## config.mk

```make
export PLATFORM = sky130hd
export DESIGN_NAME = vram_arbiter_flat
export DESIGN_NICKNAME = d
export VERILOG_FILES = /design/src/rtl/vram_arbiter_if.sv /design/src/rtl/vram_arbiter.sv /design/src/flat_wrapper.sv
export SDC_FILE = /design/constraint.sdc
export NUM_CORES = 1
export LEC_CHECK = 0
export CAP_MARGIN = 10
export CELL_PAD_IN_SITES_DETAIL_PLACEMENT = 0
export CELL_PAD_IN_SITES_GLOBAL_PLACEMENT = 2
export CORE_ASPECT_RATIO = 1.1
export CORE_MARGIN = 2
export CORE_UTILIZATION = 25
export DETAILED_ROUTE_END_ITERATION = 10
export PLACE_DENSITY = 0.84
export SLEW_MARGIN = 10
export SYNTH_ARGS = -nofsm -noshare
export SYNTH_HDL_FRONTEND = slang
export SYNTH_SLANG_ARGS = --single-unit
```

## constraint.sdc

```tcl
create_clock -name MEMORY_CLK -period 1.4 [get_ports MEMORY_CLK]
set_input_delay 0.28 -clock MEMORY_CLK [delete_from_list [all_inputs] [get_ports MEMORY_CLK]]
set_output_delay 0.28 -clock MEMORY_CLK [all_outputs]
set_load 0.01 [all_outputs]
```

## src/rtl/vram_arbiter_if.sv

```systemverilog
// Bus bundle for vram_arbiter: CPU write/read ports, LCD read port,
// clear control and the dual-port VRAM pins.
`timescale 1ns/1ps
interface vram_arbiter_if;
    logic       cpu_wr_valid;
    logic       cpu_wr_ready;
    logic [9:0] cpu_wr_addr;
    logic [7:0] cpu_wr_data;

    logic       cpu_rd_valid;
    logic       cpu_rd_ready;
    logic [9:0] cpu_rd_addr;
    logic       cpu_rd_rvalid;
    logic [7:0] cpu_rd_rdata;

    logic       lcd_rd_valid;
    logic       lcd_rd_ready;
    logic [9:0] lcd_rd_addr;
    logic       lcd_rd_rvalid;
    logic [7:0] lcd_rd_rdata;

    logic       clr_start;
    logic       clr_busy;

    logic       v_cea;
    logic [9:0] v_ada;
    logic [7:0] v_din;
    logic       v_ceb;
    logic [9:0] v_adb;
    logic       v_oce;
    logic       v_reseta;
    logic       v_resetb;
    logic [7:0] v_dout;

    modport slave (
        input  cpu_wr_valid, cpu_wr_addr, cpu_wr_data,
        input  cpu_rd_valid, cpu_rd_addr,
        input  lcd_rd_valid, lcd_rd_addr,
        input  clr_start,
        input  v_dout,
        output cpu_wr_ready,
        output cpu_rd_ready, cpu_rd_rvalid, cpu_rd_rdata,
        output lcd_rd_ready, lcd_rd_rvalid, lcd_rd_rdata,
        output clr_busy,
        output v_cea, v_ada, v_din, v_ceb, v_adb, v_oce, v_reseta, v_resetb
    );

    modport master (
        output cpu_wr_valid, cpu_wr_addr, cpu_wr_data,
        output cpu_rd_valid, cpu_rd_addr,
        output lcd_rd_valid, lcd_rd_addr,
        output clr_start,
        output v_dout,
        input  cpu_wr_ready,
        input  cpu_rd_ready, cpu_rd_rvalid, cpu_rd_rdata,
        input  lcd_rd_ready, lcd_rd_rvalid, lcd_rd_rdata,
        input  clr_busy,
        input  v_cea, v_ada, v_din, v_ceb, v_adb, v_oce, v_reseta, v_resetb
    );
endinterface

```

## src/rtl/vram_arbiter.sv

```systemverilog
// VRAM port arbiter: CPU writes and the clear engine share the write port,
// CPU and LCD reads share the read port with anti-starvation for the CPU.
`timescale 1ns/1ps
module vram_arbiter #(
    parameter int unsigned READ_LAT   = 2,
    parameter int unsigned STARVE_MAX = 4,
    parameter logic [7:0]  FILL_CHAR  = 8'h20
) (
    input logic            MEMORY_CLK,
    input logic            rst_n,
    vram_arbiter_if.slave  bus
);

    localparam logic [3:0] LP_STARVE_MAX = 4'(STARVE_MAX);

    typedef enum logic {ST_IDLE, ST_CLEAR} state_t;

    state_t      r_state;
    state_t      w_state_nxt;
    logic [9:0]  r_clr_cnt;
    logic        w_clr_last;
    logic        w_wr_accept;

    logic        r_cea;
    logic [9:0]  r_ada;
    logic [7:0]  r_din;

    logic [3:0]  r_starve;
    logic        w_lcd_gnt;
    logic        w_cpu_gnt;
    logic        r_ceb;
    logic [9:0]  r_adb;

    logic [READ_LAT:0] r_tag_v;
    logic [READ_LAT:0] r_tag_lcd;
    logic        w_ret_cpu;
    logic        w_ret_lcd;
    logic [7:0]  r_cpu_rdata;
    logic [7:0]  r_lcd_rdata;

    // ---------------- write side ----------------
    always_comb begin
        w_state_nxt = r_state;
        w_clr_last  = 1'b0;
        unique case (r_state)
            ST_IDLE:  if (bus.clr_start) w_state_nxt = ST_CLEAR;
            ST_CLEAR: begin
                w_clr_last = (r_clr_cnt == 10'h3FF);
                if (w_clr_last) w_state_nxt = ST_IDLE;
            end
            default:  w_state_nxt = ST_IDLE;
        endcase
    end

    assign bus.cpu_wr_ready = (r_state == ST_IDLE) && !bus.clr_start;
    assign w_wr_accept      = bus.cpu_wr_valid && bus.cpu_wr_ready;
    assign bus.clr_busy     = (r_state == ST_CLEAR);

    always_ff @(posedge MEMORY_CLK or negedge rst_n) begin
        if (!rst_n) begin
            r_state   <= ST_IDLE;
            r_clr_cnt <= '0;
            r_cea     <= 1'b0;
            r_ada     <= '0;
            r_din     <= '0;
        end else begin
            r_state <= w_state_nxt;
            r_cea   <= w_wr_accept;
            if (w_wr_accept) begin
                r_ada <= bus.cpu_wr_addr;
                r_din <= bus.cpu_wr_data;
            end
            if (r_state == ST_CLEAR)
                r_clr_cnt <= w_clr_last ? '0 : r_clr_cnt + 10'd1;
        end
    end

    // Clear engine owns the write port outright while busy; no CPU write is
    // ever pending then because acceptance requires IDLE.
    assign bus.v_cea = (r_state == ST_CLEAR) ? 1'b1      : r_cea;
    assign bus.v_ada = (r_state == ST_CLEAR) ? r_clr_cnt : r_ada;
    assign bus.v_din = (r_state == ST_CLEAR) ? FILL_CHAR : r_din;

    // ---------------- read side ----------------
    assign w_lcd_gnt = bus.lcd_rd_valid &&
                       !(bus.cpu_rd_valid && (r_starve == LP_STARVE_MAX));
    assign w_cpu_gnt = bus.cpu_rd_valid && !w_lcd_gnt;

    assign bus.lcd_rd_ready = w_lcd_gnt;
    assign bus.cpu_rd_ready = w_cpu_gnt;

    always_ff @(posedge MEMORY_CLK or negedge rst_n) begin
        if (!rst_n) begin
            r_starve    <= '0;
            r_ceb       <= 1'b0;
            r_adb       <= '0;
            r_tag_v     <= '0;
            r_tag_lcd   <= '0;
            r_cpu_rdata <= '0;
            r_lcd_rdata <= '0;
        end else begin
            if (!bus.cpu_rd_valid || w_cpu_gnt)
                r_starve <= '0;
            else if (w_lcd_gnt && (r_starve != LP_STARVE_MAX))
                r_starve <= r_starve + 4'd1;

            r_ceb <= w_lcd_gnt || w_cpu_gnt;
            if (w_lcd_gnt)
                r_adb <= bus.lcd_rd_addr;
            else if (w_cpu_gnt)
                r_adb <= bus.cpu_rd_addr;

            r_tag_v   <= {r_tag_v[READ_LAT-1:0],   w_lcd_gnt || w_cpu_gnt};
            r_tag_lcd <= {r_tag_lcd[READ_LAT-1:0], w_lcd_gnt};

            if (w_cpu_ret_hold()) r_cpu_rdata <= bus.v_dout;
            if (w_ret_lcd)        r_lcd_rdata <= bus.v_dout;
        end
    end

    function automatic logic w_cpu_ret_hold();
        return w_ret_cpu;
    endfunction

    assign bus.v_ceb = r_ceb;
    assign bus.v_adb = r_adb;

    // Tag stage READ_LAT lines up with v_dout for the matching grant.
    assign w_ret_cpu = r_tag_v[READ_LAT] && !r_tag_lcd[READ_LAT];
    assign w_ret_lcd = r_tag_v[READ_LAT] &&  r_tag_lcd[READ_LAT];

    assign bus.cpu_rd_rvalid = w_ret_cpu;
    assign bus.lcd_rd_rvalid = w_ret_lcd;
    assign bus.cpu_rd_rdata  = w_ret_cpu ? bus.v_dout : r_cpu_rdata;
    assign bus.lcd_rd_rdata  = w_ret_lcd ? bus.v_dout : r_lcd_rdata;

    // ---------------- static pins ----------------
    assign bus.v_oce    = 1'b1;
    assign bus.v_reseta = !rst_n;
    assign bus.v_resetb = !rst_n;

endmodule
```

## src/flat_wrapper.sv

```systemverilog
// flat-port wrapper written by rule: the top's interface ports become plain ports
module vram_arbiter_flat 
#(
    parameter int unsigned READ_LAT   = 2,
    parameter int unsigned STARVE_MAX = 4,
    parameter logic [7:0]  FILL_CHAR  = 8'h20
)
  (MEMORY_CLK, rst_n, bus_cpu_wr_valid, bus_cpu_wr_addr, bus_cpu_wr_data, bus_cpu_rd_valid, bus_cpu_rd_addr, bus_lcd_rd_valid, bus_lcd_rd_addr, bus_clr_start, bus_v_dout, bus_cpu_wr_ready, bus_cpu_rd_ready, bus_cpu_rd_rvalid, bus_cpu_rd_rdata, bus_lcd_rd_ready, bus_lcd_rd_rvalid, bus_lcd_rd_rdata, bus_clr_busy, bus_v_cea, bus_v_ada, bus_v_din, bus_v_ceb, bus_v_adb, bus_v_oce, bus_v_reseta, bus_v_resetb);
  vram_arbiter_if bus_i ();
  input logic MEMORY_CLK;
  input logic rst_n;
  input wire logic [$bits(bus_i.cpu_wr_valid)-1:0] bus_cpu_wr_valid;
  input wire logic [$bits(bus_i.cpu_wr_addr)-1:0] bus_cpu_wr_addr;
  input wire logic [$bits(bus_i.cpu_wr_data)-1:0] bus_cpu_wr_data;
  input wire logic [$bits(bus_i.cpu_rd_valid)-1:0] bus_cpu_rd_valid;
  input wire logic [$bits(bus_i.cpu_rd_addr)-1:0] bus_cpu_rd_addr;
  input wire logic [$bits(bus_i.lcd_rd_valid)-1:0] bus_lcd_rd_valid;
  input wire logic [$bits(bus_i.lcd_rd_addr)-1:0] bus_lcd_rd_addr;
  input wire logic [$bits(bus_i.clr_start)-1:0] bus_clr_start;
  input wire logic [$bits(bus_i.v_dout)-1:0] bus_v_dout;
  output wire logic [$bits(bus_i.cpu_wr_ready)-1:0] bus_cpu_wr_ready;
  output wire logic [$bits(bus_i.cpu_rd_ready)-1:0] bus_cpu_rd_ready;
  output wire logic [$bits(bus_i.cpu_rd_rvalid)-1:0] bus_cpu_rd_rvalid;
  output wire logic [$bits(bus_i.cpu_rd_rdata)-1:0] bus_cpu_rd_rdata;
  output wire logic [$bits(bus_i.lcd_rd_ready)-1:0] bus_lcd_rd_ready;
  output wire logic [$bits(bus_i.lcd_rd_rvalid)-1:0] bus_lcd_rd_rvalid;
  output wire logic [$bits(bus_i.lcd_rd_rdata)-1:0] bus_lcd_rd_rdata;
  output wire logic [$bits(bus_i.clr_busy)-1:0] bus_clr_busy;
  output wire logic [$bits(bus_i.v_cea)-1:0] bus_v_cea;
  output wire logic [$bits(bus_i.v_ada)-1:0] bus_v_ada;
  output wire logic [$bits(bus_i.v_din)-1:0] bus_v_din;
  output wire logic [$bits(bus_i.v_ceb)-1:0] bus_v_ceb;
  output wire logic [$bits(bus_i.v_adb)-1:0] bus_v_adb;
  output wire logic [$bits(bus_i.v_oce)-1:0] bus_v_oce;
  output wire logic [$bits(bus_i.v_reseta)-1:0] bus_v_reseta;
  output wire logic [$bits(bus_i.v_resetb)-1:0] bus_v_resetb;
  assign bus_i.cpu_wr_valid = bus_cpu_wr_valid;
  assign bus_i.cpu_wr_addr = bus_cpu_wr_addr;
  assign bus_i.cpu_wr_data = bus_cpu_wr_data;
  assign bus_i.cpu_rd_valid = bus_cpu_rd_valid;
  assign bus_i.cpu_rd_addr = bus_cpu_rd_addr;
  assign bus_i.lcd_rd_valid = bus_lcd_rd_valid;
  assign bus_i.lcd_rd_addr = bus_lcd_rd_addr;
  assign bus_i.clr_start = bus_clr_start;
  assign bus_i.v_dout = bus_v_dout;
  assign bus_cpu_wr_ready = bus_i.cpu_wr_ready;
  assign bus_cpu_rd_ready = bus_i.cpu_rd_ready;
  assign bus_cpu_rd_rvalid = bus_i.cpu_rd_rvalid;
  assign bus_cpu_rd_rdata = bus_i.cpu_rd_rdata;
  assign bus_lcd_rd_ready = bus_i.lcd_rd_ready;
  assign bus_lcd_rd_rvalid = bus_i.lcd_rd_rvalid;
  assign bus_lcd_rd_rdata = bus_i.lcd_rd_rdata;
  assign bus_clr_busy = bus_i.clr_busy;
  assign bus_v_cea = bus_i.v_cea;
  assign bus_v_ada = bus_i.v_ada;
  assign bus_v_din = bus_i.v_din;
  assign bus_v_ceb = bus_i.v_ceb;
  assign bus_v_adb = bus_i.v_adb;
  assign bus_v_oce = bus_i.v_oce;
  assign bus_v_reseta = bus_i.v_reseta;
  assign bus_v_resetb = bus_i.v_resetb;
  vram_arbiter #(.READ_LAT(READ_LAT), .STARVE_MAX(STARVE_MAX), .FILL_CHAR(FILL_CHAR)) u_core (.MEMORY_CLK(MEMORY_CLK), .rst_n(rst_n), .bus(bus_i));
endmodule
```

==> metrics.log <==
INFO  metric fraction_of_post_synthesis_cell_area_in_the_top_cell_type_by_area = 0.5629
INFO  metric worst_r2r_endpoint = u_core.bus.v_adb[6]
INFO  metric timing.critical_path.to_type = primary output
INFO  metric cp_top_family = flip-flops
INFO  metric layout-area-overhead-vs-synth = 79.83%
INFO  metric failing_checks = negative setup slack
INFO  metric initial_core_utilization = 0.2565
INFO  metric number_of_global_route_vias_before_repair = 2448
INFO  metric cts-root-buf = clkbuf_16
INFO  metric syn_nets = approximately 280
INFO  metric timing.final.setup_violations = 72
INFO  metric critPathMostFrequentCell = buf_6
INFO  metric p_leak = approximately 2.5 nW
INFO  metric syn_area_per_cell = 13.22 sq um
INFO  metric reg2regPathDepth = 9
INFO  metric grt_first_pass_wirelength = ~12 mm
INFO  metric totalNegativeSetupSlack = -15070 ps
INFO  metric clock_sinks = 66
INFO  metric timing.critical_path.buf_inv = 3
INFO  metric synth_cells = between 200 and 250
INFO  metric worst_hold_path_type = in -> async
INFO  metric grt_use_total = 0.1264
INFO  metric rows = 41
INFO  metric drt_drc_violations_left = 0
INFO  metric timing.critical_path.fanout_max = 3
INFO  metric number_of_design_rule_violations_left_by_the_first_detailed_router_iteration = between 60 and 70
INFO  metric final.setup_skew = between 6 and 7 ps
INFO  metric clk_pin_slew = 60 ps
INFO  metric finish.instance_area = about 0.0053 sq mm
INFO  metric ys_seq_area_frac = 0.5629
INFO  metric antenna_cells_inserted = 0
INFO  metric clock_tree_from_tritoncts = yes
INFO  metric tightest_slew = 838.5 ps
INFO  metric clock_tree.buffer_depth = 2
INFO  metric instances_no_fill = 535
INFO  metric synth.distinct_cells = 35
INFO  metric regToRegSetupSlack = -210 ps
INFO  metric portBuffers = about 110
INFO  metric final_net_count = around 440
INFO  metric top_level_ports = 107
INFO  metric die_width = between 100 and 150 microns
INFO  metric worst-setup-path-type = reg -> out
INFO  metric routed_wirelength = 7.649 mm
INFO  metric antenna_left = 0
INFO  metric vias = ~2300
INFO  metric post_detailed_placement_cell_area = roughly 0.0044 sq mm
INFO  metric placement.setup.worst_slack = -618.6 ps
INFO  metric wire_per_inst = between 10 and 15 microns
INFO  metric setup.worst_path.start_class = flip-flop
INFO  metric max_clock_freq = between 500 and 600 MHz
INFO  metric status = finished with violations
INFO  metric number_of_flops_mapped_to_enable_cells_by_yosys = 0
INFO  metric grt_setup_unrepaired = yes
INFO  metric synth.yosys.warnings = 0
INFO  metric layout-drive-gt1-share = 0.5117
INFO  metric reg2reg_from = u_core.r_starve[1]
INFO  metric timing.final.ws_setup = -345.3 ps
INFO  metric antenna_found_initial = 0
INFO  metric final-max-slew-violation-count = 0
INFO  metric report.power.total = ~6.6 mW
INFO  metric drt_first_pass_iters = 4
INFO  metric maxSlewHeadroom = 0.4410
INFO  metric ir_drop = 0.0007512 V
INFO  metric count_of_final_hold_check_violations = 0
INFO  metric whs = roughly 190 ps
INFO  metric period_needed = ~1700 ps
INFO  metric synth_area_leader_cell = dfrtp_1
INFO  metric leading_post_synthesis_cells_by_cell_area = dfrtp_1 (56%), mux2_2 (13%), mux2_4 (4.6%)
INFO  metric grt_start_max_net_pins = 67
INFO  metric gp_congestion = just over 0.7
INFO  metric post_synth_instance_area = 0.002934 sq mm
INFO  metric final_core_area_utilization = 0.4612
INFO  metric ys_dominant_reg_cell = dfrtp_1
INFO  metric period_share = 1.247
INFO  metric cts_made_buffers = 9
INFO  metric worstPathRequired = around 1100 ps
INFO  metric placedCellCount = approximately 500
INFO  metric half_perimeter_wire_length_after_placement = 4.798 mm
INFO  metric ys_seq_elements = 66
INFO  metric overflow = 0
INFO  metric power_density_cells = 1260 mW/mm^2
INFO  metric coreArea = 0.01144 sq mm
INFO  metric crit_path_max_incr_delay = between 300 and 400 ps
INFO  metric library_cell_contributing_the_largest_single_delay_on_the_critical_path = dfrtp_1
INFO  metric maxCapViolCount = 0
INFO  metric fp.dieArea = about 0.013 sq mm
INFO  metric fraction_of_registers_with_async_set_reset = 1.000
INFO  metric critical_path.cell_chain = inv_1, ha_2, nand4b_1, and2_4, buf_6, buf_6
INFO  metric timing.critical_path.arrival = ~1500 ps
INFO  metric clock_insertion_delay_worst_skew = ~330 ps
INFO  metric vias_per_cell = between 4 and 5
INFO  metric htree_num_levels = 3
INFO  metric die_height = around 120 microns
==> layout make-up <==
type,instances,area [sq um]
fill,1058,6163
sequential,66,1653
timing repair buffer,161,1650
multi-input combinational,134,1413
clock buffer,9,225.2
tap,150,187.7
clock inverter,7,117.6
inverter,8,30.03
==> repair_timing <==
item,4_1_cts,5_1_grt
buffers inserted,11,11
cloned,2,1
hold buffers,0,0
resized for setup,270,46
pin swaps,15,10
setup endpoints to repair,83,82
endpoints found under the hold margin,0,0
==> kinds of logic (layout without fill, tap and decap cells) <==
logic type / count (synthesis) / after routing / synth area share
DFF: 66 / 66 / 0.5629
muxes: 55 / 55 / 0.2179
and+or+nand+nor: 50 / 50 / 0.1041
buffers and inverters: 22 / 185 / 0.04648
AOI/OAI and AO/OA: 18 / 18 / 0.03369
xor gates and xnor gates: 7 / 7 / 0.02090
adders and majority gates: 3 / 3 / 0.01279
other: 1 / 1 / 0.001278
==> state kept, by name (all words and copies together) (netlist names) <==
register / count
u_core.r_clr_cnt: 10
u_core.r_lcd_rdata: 8
u_core.r_cea: 1
u_core.bus.clr_busy: 1
u_core.r_starve: 4
u_core.r_din: 8
u_core.bus.v_adb: 10
u_core.r_cpu_rdata: 8
u_core.r_tag_lcd: 3
u_core.r_tag_v: 3
u_core.r_ada: 10
==> synthesized netlist by cell type (all sizes together) (4+ instances only) <==
library cell / n
dfrtp: 66
mux2: 44
nand3: 13
mux2i: 11
o21ai: 11
buf: 10
inv: 8
nor2b: 8
nand4: 5
nor2: 5
and3: 4
clkbuf: 4
nand2: 4
xor2: 4
==> how the worst max path moves through the flow <==
stage | startpoint | to | slack (ps) | depth (start not counted)
after CTS | u_core.r_starve[0] | bus_lcd_rd_ready | -320 | 6
after global routing | u_core.r_starve[1] | bus_lcd_rd_ready | -420 | 6
after floorplan | u_core.bus.clr_busy | u_core.r_ada[9] | -100 | 6
final | u_core.r_starve[1] | bus_lcd_rd_ready | -350 | 6
after detailed placement | bus_cpu_rd_valid | bus_cpu_rd_ready | -620 | 5
after global placement | bus_cpu_rd_valid | bus_cpu_rd_ready | -610 | 5
==> where the power goes <==
group          total [mW]  internal [mW]  switching (mW)
combinational        1.82           1.10           0.718
clock                2.56           1.74           0.828
sequential           2.27           2.15           0.118
total                6.65           4.99            1.66
==> metal layers <==
layer	wire, microns	vias up	global-route usage
met5	0	-	0
li1	-	1087	-
met4	150	0	0.06575
met3	389	9	0.02990
met2	3744	66	0.1879
met1	3365	1125	0.1696
==> worst reg2reg max path: stages, from the launching register on <==
cell       delay, ps
dfrtp_1          380
inv_1             70
ha_2             160
nand4b_1         120
and2_4           180
buf_6            120
buf_4            130
buf_6            110
clkbuf_16        140
o21ai_1          130
==> cells in the final DEF (no fill, tap or decap), types with 3 or more instances in the layout <==
master           Yosys  layout
dfrtp_1             66      65
nor2b_1              8       3
mux2i_1             11      11
buf_6                3      52
clkdlybuf4s50_1      0      52
inv_1                8       5
o21ai_2              0       8
a21oi_2              0       3
bufinv_16            0       3
nand3_1             11      11
nor2b_4              0       4
and3_1               4       4
dlygate4sd2_1        0      11
inv_2                0       3
nand4_1              5       5
clkbuf_16            0      10
buf_4                3      31
buf_2                3       5
xor2_1               4       4
mux2_4               9      44
buf_12               1       6
buf_8                0       3
(Power assumes the default switching activity.)
